<file path="src/rtl/lsu_if.sv">
// Core-side request/response bundle of the load/store unit.
// master: the core that issues accesses; slave: the load/store unit.
interface lsu_if;
   logic        req_valid;
   logic        req_ready;
   logic        req_we;
   logic [1:0]  req_size;
   logic        req_unsigned;
   logic [7:0]  req_addr;
   logic [31:0] req_wdata;
   logic        rsp_valid;
   logic [31:0] rsp_rdata;
   logic        rsp_err;

   modport master (
      output req_valid, req_we, req_size, req_unsigned, req_addr, req_wdata,
      input  req_ready, rsp_valid, rsp_rdata, rsp_err
   );

   modport slave (
      input  req_valid, req_we, req_size, req_unsigned, req_addr, req_wdata,
      output req_ready, rsp_valid, rsp_rdata, rsp_err
   );
endinterface

</file>
<file path="src/rtl/load_store_unit.sv">
// Load/store unit: one access at a time between the core and a word-wide
// data memory. Sub-word stores use read-modify-write; loads are lane
// selected and sign/zero extended.
// Optional feature: define LSU_MISALIGN_TRAP_EN to reject misaligned
// half/word accesses with rsp_err; otherwise they are truncated to
// natural alignment.
module load_store_unit (
   input  logic        clk,
   input  logic        rst_n,
   lsu_if.slave        bus,
   output logic        o_mem_read,
   output logic        o_mem_write,
   output logic [5:0]  o_mem_addr,
   output logic [31:0] o_mem_wdata,
   input  logic [31:0] i_mem_rdata
);

   typedef enum logic [2:0] {S_IDLE, S_LD, S_RMW_RD, S_ST_WR, S_RESP} state_t;

   localparam logic [1:0] SZ_BYTE = 2'b00;
   localparam logic [1:0] SZ_HALF = 2'b01;
   localparam logic [1:0] SZ_WORD = 2'b10;
   localparam logic [1:0] SZ_ILL  = 2'b11;

   state_t      r_state, w_next;
   logic        r_we, r_unsigned, r_err;
   logic [1:0]  r_size;
   logic [7:0]  r_addr;
   logic [31:0] r_wdata, r_rdata;

   logic        w_accept, w_req_err;
   logic [1:0]  w_lane;
   logic [31:0] w_merged, w_shifted, w_load;

   assign w_accept = bus.req_valid && (r_state == S_IDLE);

   // Classify the incoming request as rejected before any memory access
   always_comb begin
      w_req_err = (bus.req_size == SZ_ILL);
`ifdef LSU_MISALIGN_TRAP_EN
      if ((bus.req_size == SZ_HALF) && bus.req_addr[0])
         w_req_err = 1'b1;
      if ((bus.req_size == SZ_WORD) && (bus.req_addr[1:0] != 2'b00))
         w_req_err = 1'b1;
`endif
   end

   // Effective lane: misaligned half/word addresses fall back to natural alignment
   always_comb begin
      case (r_size)
         SZ_HALF: w_lane = {r_addr[1], 1'b0};
         SZ_WORD: w_lane = 2'b00;
         default: w_lane = r_addr[1:0];
      endcase
   end

   // Store merge: replace the addressed lane(s) of the read-back base word
   always_comb begin
      // NOTE: default assigned first so every path drives the signal and no latch is inferred.
      w_merged = r_rdata;
      case (r_size)
         SZ_BYTE: w_merged[{w_lane, 3'b000} +: 8]  = r_wdata[7:0];
         SZ_HALF: w_merged[{w_lane, 3'b000} +: 16] = r_wdata[15:0];
         default: w_merged = r_wdata;
      endcase
   end

   // Load extraction: shift the lane down, then extend per the latched unsigned bit
   always_comb begin
      w_shifted = r_rdata >> {w_lane, 3'b000};
      case (r_size)
         SZ_BYTE: w_load = r_unsigned ? {24'h0, w_shifted[7:0]}
                                      : {{24{w_shifted[7]}}, w_shifted[7:0]};
         SZ_HALF: w_load = r_unsigned ? {16'h0, w_shifted[15:0]}
                                      : {{16{w_shifted[15]}}, w_shifted[15:0]};
         default: w_load = r_rdata;
      endcase
   end

   // State register; reset forces IDLE immediately, abandoning any access
   always_ff @(posedge clk or negedge rst_n) begin
      // NOTE: sequential state uses non-blocking assignments so all flops update together.
      if (!rst_n) r_state <= S_IDLE;
      else        r_state <= w_next;
   end

   // Request capture on accept and memory read data capture in LD/RMW_RD
   always_ff @(posedge clk or negedge rst_n) begin
      if (!rst_n) begin
         r_we       <= 1'b0;
         r_size     <= SZ_BYTE;
         r_unsigned <= 1'b0;
         r_addr     <= 8'h00;
         r_wdata    <= 32'h0;
         r_err      <= 1'b0;
         r_rdata    <= 32'h0;
      end else begin
         if (w_accept) begin
            r_we       <= bus.req_we;
            r_size     <= bus.req_size;
            r_unsigned <= bus.req_unsigned;
            r_addr     <= bus.req_addr;
            r_wdata    <= bus.req_wdata;
            r_err      <= w_req_err;
         end
         if ((r_state == S_LD) || (r_state == S_RMW_RD))
            r_rdata <= i_mem_rdata;
      end
   end

   // Next-state and Moore outputs; everything idles at 0 outside its owning state
   always_comb begin
      w_next        = r_state;
      bus.req_ready = 1'b0;
      bus.rsp_valid = 1'b0;
      bus.rsp_rdata = 32'h0;
      bus.rsp_err   = 1'b0;
      o_mem_read    = 1'b0;
      o_mem_write   = 1'b0;
      o_mem_addr    = 6'h00;
      o_mem_wdata   = 32'h0;
      case (r_state)
         S_IDLE: begin
            bus.req_ready = 1'b1;
            if (bus.req_valid) begin
               if (w_req_err)                  w_next = S_RESP;
               else if (!bus.req_we)           w_next = S_LD;
               else if (bus.req_size == SZ_WORD) w_next = S_ST_WR;
               else                            w_next = S_RMW_RD;
            end
         end
         S_LD: begin
            o_mem_read = 1'b1;
            o_mem_addr = r_addr[7:2];
            w_next     = S_RESP;
         end
         S_RMW_RD: begin
            o_mem_read = 1'b1;
            o_mem_addr = r_addr[7:2];
            w_next     = S_ST_WR;
         end
         S_ST_WR: begin
            o_mem_write = 1'b1;
            o_mem_addr  = r_addr[7:2];
            o_mem_wdata = w_merged;
            w_next      = S_RESP;
         end
         S_RESP: begin
            bus.rsp_valid = 1'b1;
            bus.rsp_err   = r_err;
            bus.rsp_rdata = (r_we || r_err) ? 32'h0 : w_load;
            w_next        = S_IDLE;
         end
         default: w_next = S_IDLE;
      endcase
   end

endmodule

</file>
<file path="src/flat_wrapper.sv">
// flat-port wrapper written by rule: the top's interface ports become plain ports
module load_store_unit_flat 
  (clk, rst_n, o_mem_read, o_mem_write, o_mem_addr, o_mem_wdata, i_mem_rdata, bus_req_valid, bus_req_we, bus_req_size, bus_req_unsigned, bus_req_addr, bus_req_wdata, bus_req_ready, bus_rsp_valid, bus_rsp_rdata, bus_rsp_err);
  lsu_if bus_i ();
  input  logic clk;
  input  logic rst_n;
  output logic o_mem_read;
  output logic o_mem_write;
  output logic [5:0] o_mem_addr;
  output logic [31:0] o_mem_wdata;
  input  logic [31:0] i_mem_rdata;
  input wire logic [$bits(bus_i.req_valid)-1:0] bus_req_valid;
  input wire logic [$bits(bus_i.req_we)-1:0] bus_req_we;
  input wire logic [$bits(bus_i.req_size)-1:0] bus_req_size;
  input wire logic [$bits(bus_i.req_unsigned)-1:0] bus_req_unsigned;
  input wire logic [$bits(bus_i.req_addr)-1:0] bus_req_addr;
  input wire logic [$bits(bus_i.req_wdata)-1:0] bus_req_wdata;
  output wire logic [$bits(bus_i.req_ready)-1:0] bus_req_ready;
  output wire logic [$bits(bus_i.rsp_valid)-1:0] bus_rsp_valid;
  output wire logic [$bits(bus_i.rsp_rdata)-1:0] bus_rsp_rdata;
  output wire logic [$bits(bus_i.rsp_err)-1:0] bus_rsp_err;
  assign bus_i.req_valid = bus_req_valid;
  assign bus_i.req_we = bus_req_we;
  assign bus_i.req_size = bus_req_size;
  assign bus_i.req_unsigned = bus_req_unsigned;
  assign bus_i.req_addr = bus_req_addr;
  assign bus_i.req_wdata = bus_req_wdata;
  assign bus_req_ready = bus_i.req_ready;
  assign bus_rsp_valid = bus_i.rsp_valid;
  assign bus_rsp_rdata = bus_i.rsp_rdata;
  assign bus_rsp_err = bus_i.rsp_err;
  load_store_unit u_core (.clk(clk), .rst_n(rst_n), .bus(bus_i), .o_mem_read(o_mem_read), .o_mem_write(o_mem_write), .o_mem_addr(o_mem_addr), .o_mem_wdata(o_mem_wdata), .i_mem_rdata(i_mem_rdata));
endmodule
</file>
<file path="config.mk">
export PLATFORM = sky130hd
export DESIGN_NAME = load_store_unit_flat
export DESIGN_NICKNAME = d
export VERILOG_FILES = /design/src/rtl/lsu_if.sv /design/src/rtl/load_store_unit.sv /design/src/flat_wrapper.sv
export SDC_FILE = /design/constraint.sdc
export NUM_CORES = 1
export LEC_CHECK = 0
export BUFFER_PORTS_ARGS = -buffer_cell sky130_fd_sc_hd__buf_2
export CORE_MARGIN = 3
export CORE_UTILIZATION = 45
export CTS_CLUSTER_SIZE = 8
export DETAILED_ROUTE_END_ITERATION = 12
export PLACE_DENSITY = 0.71
export SYNTH_ARGS = -nofsm -noshare
export SYNTH_HDL_FRONTEND = slang
export SYNTH_SLANG_ARGS = --single-unit
</file>
<file path="constraint.sdc">
create_clock -name clk -period 6.2 [get_ports clk]
set_clock_uncertainty 0.05 [all_clocks]
set_input_delay 0.31 -clock clk [delete_from_list [all_inputs] [get_ports clk]]
set_output_delay 0.31 -clock clk [all_outputs]
set_load 0.02 [all_outputs]
</file>
# Yosys cells after proc, flatten, opt, wreduce, memory -nomap -nowiden
# Index checks and enable logic that the tools add are counted.
dict set report word_totals {
  in_bits 79
  ff_bits 80
}
dict set report classes {
  eq_ne 9
  n_addsub 1
  n_reduce_logical 8
  n_shift 5
  n_mux 21
}
# op count
set op_table {}
lappend op_table {{$mux W32} 5}
lappend op_table {{$pmux W32 S2} 2}
lappend op_table {{$bwmux W32} 2}
lappend op_table {{$shift A16 B7 Y32 const A} 1}
lappend op_table {{$shift A8 B7 Y32 const A} 1}
lappend op_table {{$shiftx A16 B7 Y32} 1}
lappend op_table {{$shiftx A8 B7 Y32} 1}
lappend op_table {{$shr A32 B5 Y16} 1}
lappend op_table {{$mux W3} 3}
lappend op_table {{$pmux W3 S3} 1}
lappend op_table {{$neg A5 Y7} 1}
lappend op_table {{$eq A2 B2 Y1 const B} 3}
lappend op_table {{$eq A3 B2 Y1 const B} 2}
lappend op_table {{$mux W1} 6}
lappend op_table {{$mux W6} 1}
lappend op_table {{$pmux W2 S2} 1}
lappend op_table {{$reduce_or A2 Y1} 2}
lappend op_table {{$eq A3 B1 Y1 const B} 1}
lappend op_table {{$eq A3 B3 Y1 const B} 1}
lappend op_table {{$logic_not A3 Y1} 1}
lappend op_table {{$reduce_or A3 Y1} 1}
lappend op_table {{$eq A2 B1 Y1 const B} 1}
lappend op_table {{$logic_not A2 Y1} 1}
lappend op_table {{$logic_or A1 B1 Y1} 2}
lappend op_table {{2 further kinds} 2}

# Logic depth before layout (Yosys ltp)
# Gate-level depths: netlist of the first run.
dict set report depth {
  word_depth 7
  mapped_depth 13
  mapped_depth_nobuf 10
}

# Worst setup path after synthesis of the first run
# OpenSTA, ideal clock, no wires.
dict set report synth_timing {
  path_type {reg-to-output}
  start {register u_core.r_size[0]}
  end {output o_mem_wdata[16]}
  n_path_buf 4
  arrival_time_ps 2930
  required_ps 5840
  path_stages_with_launch 12
  path_slack_ps 2910
  path_cell_list {dfrtp_1 inv_1 ha_1 nand2b_4 buf_2 buf_2 ha_1 clkbuf_1 clkbuf_1 nor2_1 a22oi_1 o21ai_0}
}
dict set report synth_via {
  elab_chain_len 7
}
# element line
set synth_lines {}
lappend synth_lines {{start: declaration} load_store_unit.sv:27} ;# logic [1:0] r_size;
lappend synth_lines {{start signal: assignment} load_store_unit.sv:100} ;# r_size <= bus.req_size;
lappend synth_lines {{$eq A2 B2 Y1 / $eq A2 B1 Y1 (equally long branches)} {load_store_unit.sv:50, load_store_unit.sv:61}}
lappend synth_lines {{$pmux W2 S2} load_store_unit.sv:50} ;# case (r_size)
lappend synth_lines {{$neg A5 Y7} {load_store_unit.sv:62, load_store_unit.sv:63}}
lappend synth_lines {{$shiftx A16 B7 Y32, or another cell as far along} load_store_unit.sv:63} ;# SZ_HALF: w_merged[{w_lane, 3'b000} +: 16] = r_wdata[15:0];
lappend synth_lines {{$bwmux W32, on equally long branches} {load_store_unit.sv:63, load_store_unit.sv:62}}
lappend synth_lines {{$pmux W32 S2 *} load_store_unit.sv:61} ;# case (r_size)
lappend synth_lines {{$mux W32 *} load_store_unit.sv:122} ;# case (r_state)
lappend synth_lines {{end: declaration} flat_wrapper.sv:10} ;# output logic [31:0] o_mem_wdata;
# Every way passes the cells marked *; elsewhere a longest branch is shown, timed or not.

# Final worst setup path of the first run
dict set report layout_timing {
  start {register u_core.r_size[0]}
  end {output o_mem_wdata[15]}
}
# Same word-level chain as after synthesis.

==> impl_metrics.env, run 1 <==
export IMPL_slew_violations=0
export IMPL_crit_top_cell="ha_1"
export IMPL_setup_tns_ns=0
export IMPL_cts_tree="yes"
export IMPL_critPathRequiredTime_ns=5.84
export IMPL_regToRegStartpoint="u_core.r_state[0]"
export IMPL_antenna_found_initial=0
export IMPL_synthTopCellsByArea="dfrtp_1 (38%), mux2_2 (17%), o21ai_0 (5.5%)"
export IMPL_crit_type="register to output pin"
export IMPL_path_buf_inv=2
export IMPL_cpMaxStageDelayCell="o31ai_1"
export IMPL_ys_flop_type="dfrtp_1"
export IMPL_arrival_ns=4.18
export IMPL_synthArstFlopShare_pct=100
export IMPL_setup_violations_final=0
export IMPL_grt_overflow=0
export IMPL_synth_edff_count=0
export IMPL_fin_crit_ns=4.54
export IMPL_worst_slew_pin_slew_ns=1.07
export IMPL_syn_area_um2=5240
export IMPL_grt_max_degree=81
export IMPL_io_buffers=153
export IMPL_synth_largest_area_cell="dfrtp_1"
export IMPL_numCtsBuffers=9
export IMPL_detail_route_wirelength_um=17300
export IMPL_ys_seq_elements=80
export IMPL_slowest_delay_ns=0.86
export IMPL_root_buffer="clkbuf_16"
export IMPL_crit_path_end_kind="output pin"
export IMPL_post_cts_repair_setup_buffers=0
export IMPL_yosys_warnings=0
export IMPL_vias=4990
export IMPL_start_util_pct=47.1
export IMPL_htree_levels=3
export IMPL_clk_pin_slew_ns=0.06
export IMPL_avgSynthCellArea_um2=9.63
export IMPL_grt_first_pass_wirelength_um=26400
export IMPL_viasPerCell=6.18
export IMPL_crit_chain="ha_1 > nand2b_1 > nand2_1 > inv_1 > ha_1 > nand3_1 > o31ai_1 > a22oi_1 > o22ai_1 > buf_2"
export IMPL_drive_gt1_share_pct=39.2
export IMPL_drt_first_pass_iters=5
export IMPL_drv_cap=0
export IMPL_cp_max_fo=30
export IMPL_netlist_cell_type_count=51
export IMPL_p_leak_nw=2.85
export IMPL_clock_sinks=80
export IMPL_antenna_left=0
export IMPL_cts_hold_buffers_added=0
export IMPL_rsz0062_at_grt="no"
export IMPL_cp_start_kind="register"
export IMPL_n_antenna_cell=0
export IMPL_reg2reg_slack_ns=3.98
export IMPL_timing_slew_headroom_pct=28.9
export IMPL_postSynthCellCount=544
export IMPL_track_usage_pct=26.4
export IMPL_reg2reg_to="u_core.r_wdata[10]"
export IMPL_whs_ns=0.0807
export IMPL_die_area_um2=13000
export IMPL_routedWlPerCell_um=21.4
export IMPL_dp_hpwl_um=12500
export IMPL_r2r_cells=3
export IMPL_clk_path_buf_depth=2
export IMPL_cpLargestDelayFamily="compound AO/OA/AOI/OAI gates"
export IMPL_min_path_type="input port to async pin"
export IMPL_coreArea_um2=11100
export IMPL_fp_dieW_um=114
export IMPL_drc=0
export IMPL_die_h_um=114
export IMPL_irDropWorstVdd_mv=0.346
export IMPL_yosys_area_top_type_share_pct=38.2
export IMPL_synth_fp_nets=628
export IMPL_ctsResizeCount=0
export IMPL_clock_latency_ns=0.34
export IMPL_drt_iter0_markers=688
export IMPL_place_gp_congestion=0.896
export IMPL_fmax_mhz=220
export IMPL_status="finished, final reports clean"
export IMPL_grt_pass1_vias=4763
export IMPL_ios=154
export IMPL_syn2layout_area_growth_pct=20.0
export IMPL_fp_row_count=38
export IMPL_fillers=1028
export IMPL_post_route_period_util_pct=73.3
export IMPL_nNetsFinal=749
export IMPL_hold_violations=0
export IMPL_power_density_nw_per_um2=660
export IMPL_seq_area_frac_synth_pct=38.2
-- report_power, final --
part / leakage (nW) / internal, mW / total (mW) / switching, mW
Sequential: 0.949 / 0.796 / 1.20 / 0.399
Combinational: 1.76 / 1.03 / 2.45 / 1.41
Clock: 0.134 / 0.306 / 0.509 / 0.203
-- worst max-delay path by stage --
stage / startpoint / to / depth (start not counted)
global placement: u_core.r_size[0] / o_mem_wdata[15] / 10
floorplan: u_core.r_size[0] / o_mem_wdata[16] / 11
finish: u_core.r_size[0] / o_mem_wdata[15] / 10
global route: u_core.r_size[1] / o_mem_wdata[15] / 11
detailed placement: u_core.r_size[0] / o_mem_wdata[15] / 10
CTS: u_core.r_size[0] / o_mem_wdata[15] / 10
-- logic make-up (layout without fill, tap and decap cells) --
| kind of cell | count (synthesis) | after routing | synth area share, % |
|---|---|---|---|
| compound gates | 199 | 199 | 24.7 |
| xor+xnor | 1 | 1 | 0.167 |
| fa+ha+maj | 5 | 5 | 1.19 |
| buf+inv | 65 | 189 | 5.25 |
| flops | 80 | 80 | 38.2 |
| mux | 97 | 97 | 20.4 |
| simple gates | 97 | 97 | 10.0 |
-- area by class of cell --
type	instances	area (um2)	share of cell area, %
Multi-Input combinational cell	399	2970	47.2
Sequential cell	80	2000	31.9
Timing Repair Buffer	157	798	12.7
Clock buffer	10	229	3.64
Tap cell	140	175	2.79
Inverter	18	67.6	1.08
Clock inverter	4	47.5	0.757
-- registers in the layout, summed over array words and instances (netlist names) --
register,cells
u_core.r_addr,8
u_core.r_err,1
u_core.r_rdata,32
u_core.r_size,2
u_core.r_state,3
u_core.r_unsigned,1
u_core.r_wdata,32
u_core.r_we,1
-- synthesized netlist by cell type (all sizes together) (2+ instances only) --
master   number
nand3b        2
ha            5
nor3b         3
mux2i        17
o22ai        23
o21ai        59
clkbuf       26
nand2b       18
a32o          8
a32oi         8
o21a          2
nor2b         3
a2bb2oi       8
nor3          6
and4b         2
nand3         3
mux2         80
dfrtp        80
nand2        28
and2          9
a22oi        24
a21oi        41
o32ai         8
a31oi         3
a221oi        7
inv          18
or3b          2
nor2         18
buf          21
-- per-layer routing --
metal | vias to the layer above | global-route usage (%) | part of all wire, %
met2 | 267 | 41.6 | 47
met3 | 36 | 7.59 | 9.2
met5 | - | 0 | 0
met1 | 2404 | 35.4 | 42
li1 | 2283 | - | -
met4 | 0 | 8.08 | 2.3
-- metrics by stage --
step                std cells  utilization [%]  cell area (um2)  worst slack [ns]  power (mW)
finish                    808             56.5             6280              1.66        4.15
global route              808             56.5             6280              1.43        4.40
CTS                       808             56.5             6280              1.78        4.10
detailed placement        794             54.0             6010              2.15        3.58
global placement          794             54.0             6010              2.34        3.51
floorplan                 544                -             5240              2.91        2.94
-- layout by cell type (no fill, tap or decap), types with 2 or more instances in the layout --
master,Yosys,layout
nand2b_1,17,17
a21oi_1,41,41
buf_4,0,5
nor2_1,18,17
ha_1,5,5
a22oi_1,24,24
nor2b_1,3,3
dfrtp_1,80,80
nand3b_1,2,2
mux2i_1,17,17
clkbuf_16,0,9
and2_1,9,8
nand2_1,28,28
o32ai_1,8,8
nand3_1,3,3
a32oi_1,8,8
nor3b_1,3,3
buf_2,18,152
o21a_1,2,2
mux2_2,80,80
clkinv_2,0,2
nor3_1,4,4
o22ai_1,23,23
a32o_1,8,8
a221oi_1,6,6
a2bb2oi_1,8,8
inv_1,17,17
a31oi_1,3,3
o21ai_0,58,58
and4b_1,2,2
(Power assumes the default switching activity.)
==> run 2, diff against run 1 <==
Settings changed: ABC_AREA set to 1.
Clock period 6.2 ns to 4.35 ns, I/O delays scaled along.
==> run 2 against run 1 <==
- the run now ends with negative hold slack left
- hold slack worse by 0.090 ns
- global-route usage is 0.99 points higher
- clock-buffer cell count is 2 higher
- register-to-register slack worse by 1.7 ns
- final cell count is 33% higher
- synthesized area is 3.9% higher
- combinational power is 72% higher
- first-iteration DRC count is 15% higher
==> impl_metrics.env, run 2 <==
export IMPL_drive_gt1_share_pct=23.5
export IMPL_ys_seq_elements=80
export IMPL_antenna_found_initial=0
export IMPL_fp_row_count=39
export IMPL_synthTopCellsByArea="dfrtp_1 (37%), nand2_1 (14%), a21oi_1 (10%)"
export IMPL_netlist_cell_type_count=32
export IMPL_antenna_left=0
export IMPL_yosysMostFrequentCell="nand2_1"
export IMPL_drt_first_pass_iters=5
export IMPL_power_density_nw_per_um2=992
export IMPL_fillers=1223
export IMPL_timing_slew_headroom_pct=32.1
export IMPL_final_util_pct=56.0
export IMPL_synth_top_family_by_area="simple AND/OR/NAND/NOR gates"
export IMPL_coreArea_um2=11600
export IMPL_fin_cells=1071
export IMPL_fmax_mhz=252
export IMPL_dp_hpwl_um=13600
export IMPL_seq_area_frac_synth_pct=36.8
export IMPL_reg2reg_slack_ns=2.28
export IMPL_cp_start_kind="register"
export IMPL_reg2reg_to="u_core.r_rdata[15]"
export IMPL_layout_commonest_cell="nand2_1"
export IMPL_drc=0
export IMPL_syn2layout_area_growth_pct=19.5
export IMPL_drt_iter0_markers=790
export IMPL_slew_violations=0
export IMPL_post_route_period_util_pct=91.2
export IMPL_placed_cell_area_um2=6180
export IMPL_synth_xor_area_share_pct=0
export IMPL_setup_violations_final=0
export IMPL_grt_pass1_vias=5342
export IMPL_critPathRequiredTime_ns=4.08
export IMPL_vias=5894
export IMPL_p_int_mw=2.85
export IMPL_final_cell_mix="nand2_1 (197), buf_2 (152), a21oi_1 (112)"
export IMPL_yosys_warnings=0
export IMPL_design_power_total_mw=6.46
export IMPL_io_buffers=153
export IMPL_synth_area_mux_share_pct=3.31
export IMPL_syn_area_um2=5450
export IMPL_avgSynthCellArea_um2=6.80
export IMPL_whs_ns=-0.00956
export IMPL_postSynthCellCount=801
export IMPL_start_util_pct=46.9
export IMPL_cp_max_fo=18
export IMPL_n_antenna_cell=0
export IMPL_fin_crit_ns=3.97
export IMPL_setup_slack_ns=0.381
export IMPL_synth_fp_nets=885
export IMPL_crit_path_end_kind="output pin"
export IMPL_seq_power_share_pct=21.8
export IMPL_p_sw_mw=3.60
export IMPL_grt_first_pass_wirelength_um=28200
export IMPL_arrival_ns=3.70
export IMPL_synth_largest_area_cell="dfrtp_1"
export IMPL_clock_latency_ns=0.35
export IMPL_grt_overflow=0
export IMPL_drv_cap=0
export IMPL_root_buffer="clkbuf_16"
export IMPL_routedWlPerCell_um=17.2
export IMPL_ctsResizeCount=0
export IMPL_status="complete, but fails checks"
export IMPL_grt_max_degree=81
export IMPL_clock_sinks=80
export IMPL_reg_largest_list="u_core.r_rdata (32), u_core.r_wdata (32), u_core.r_addr (8)"
export IMPL_detail_route_wirelength_um=18400
export IMPL_final_area_um2=6500
export IMPL_synth_edff_count=0
export IMPL_pre_cts_ws_ns=0.845
export IMPL_synthArstFlopShare_pct=100
export IMPL_synth_compound_area_share_pct=22.6
export IMPL_clk_pin_slew_ns=0.06
export IMPL_p_leak_nw=3.48
export IMPL_cts_tree="yes"
export IMPL_synthAdderAreaFrac_pct=1.15
export IMPL_worst_slew_pin_slew_ns=1.02
export IMPL_die_area_um2=13500
export IMPL_r2r_cells=6
export IMPL_pwr_share_comb_pct=65.3
export IMPL_hold_violations=5
export IMPL_clockPowerShare_pct=12.9
export IMPL_rsz0062_at_grt="no"
export IMPL_cts_hold_buffers_added=0
export IMPL_setup_tns_ns=0
export IMPL_crit_type="register to output pin"
export IMPL_yosys_area_share_simple_pct=25.4
export IMPL_ios=154
export IMPL_ys_flop_type="dfrtp_1"
export IMPL_nNetsFinal=1008
export IMPL_netlist_top_cells_count="nand2_1 (198), a21oi_1 (112), inv_1 (88)"
export IMPL_track_usage_pct=27.4
export IMPL_regToRegStartpoint="u_core.r_state[0]"
export IMPL_htree_levels=3
export IMPL_dp_cells=1056
export IMPL_numCtsBuffers=9
export IMPL_fp_dieW_um=116
export IMPL_yosys_area_top_type_share_pct=36.8
export IMPL_viasPerCell=5.50
export IMPL_place_gp_congestion=0.996
export IMPL_post_cts_repair_setup_buffers=0
export IMPL_min_path_type="input port to async pin"
export IMPL_switching_share_pct=55.8
export IMPL_die_h_um=116
export IMPL_clk_path_buf_depth=2
export IMPL_irDropWorstVdd_mv=0.456
export IMPL_violations="negative hold slack"
[run 2: cell types whose count changed after synthesis, sizes merged, moves of 14 or more]
cell,delta
nand2b,-18
a21oi,+72
mux2,-64
nand3,+14
o21ai,+23
mux2i,-17
inv,+73
a22oi,-18
nor2,+83
nand2,+176
[run 2: cell families (layout without fill, tap and decap cells)]
family | Yosys count | in the layout
and+or+nand+nor | 333 | 333
AOI/OAI and AO/OA | 231 | 231
buffers and inverters | 136 | 263
DFF | 80 | 80
muxes | 16 | 16
adders and majority gates | 5 | 5
[run 2: power groups by stage]
stage / Combinational, mW / Clock [mW] / Sequential [mW]
2_1_floorplan: 3.23 / 0 / 1.29
3_3_place_gp: 4.12 / 0 / 1.40
3_5_place_dp: 4.13 / 0 / 1.41
4_1_cts: 4.14 / 0.843 / 1.40
5_1_grt: 4.69 / 0.875 / 1.45
6_report: 4.22 / 0.831 / 1.41
[run 2: area by class of cell]
cell class	instances	area, um2	share of cell area [%]
clock buffer	12	256	3.94
clock inverter	3	65.1	1.00
inverter	91	342	5.25
multi-input combinational	585	2860	44.0
sequential	80	2000	30.8
tap	143	179	2.75
timing repair buffer	157	798	12.3
[run 2: per-layer routing]
layer / GRT usage [%] / part of all wire (%)
met1: 39.2 / 44
met2: 40.2 / 43
met3: 6.01 / 8.8
met4: 11.1 / 3.7
met5: 0 / 0
[run 2: worst max path at each step]
stage	slack, ns	endpoint	start
2_1_floorplan	1.33	o_mem_wdata[31]	u_core.r_size[0]
3_3_place_gp	0.91	o_mem_wdata[31]	u_core.r_size[0]
3_5_place_dp	0.85	o_mem_wdata[29]	u_core.r_size[0]
4_1_cts	0.46	o_mem_wdata[29]	u_core.r_size[0]
5_1_grt	0.09	o_mem_wdata[29]	u_core.r_size[1]
6_report	0.38	o_mem_wdata[24]	u_core.r_size[0]
[run 2: critical path, cell delays in order, from the launching register on]
cell,delay (ns)
dfrtp_1,0.36
inv_1,0.07
ha_1,0.37
inv_2,0.09
nand2_1,0.08
nand2_2,0.24
ha_1,0.73
inv_1,0.34
nor2_2,0.38
nand2_1,0.12
nand3_1,0.10
nand2_1,0.07
a21oi_1,0.20
buf_2,0.21
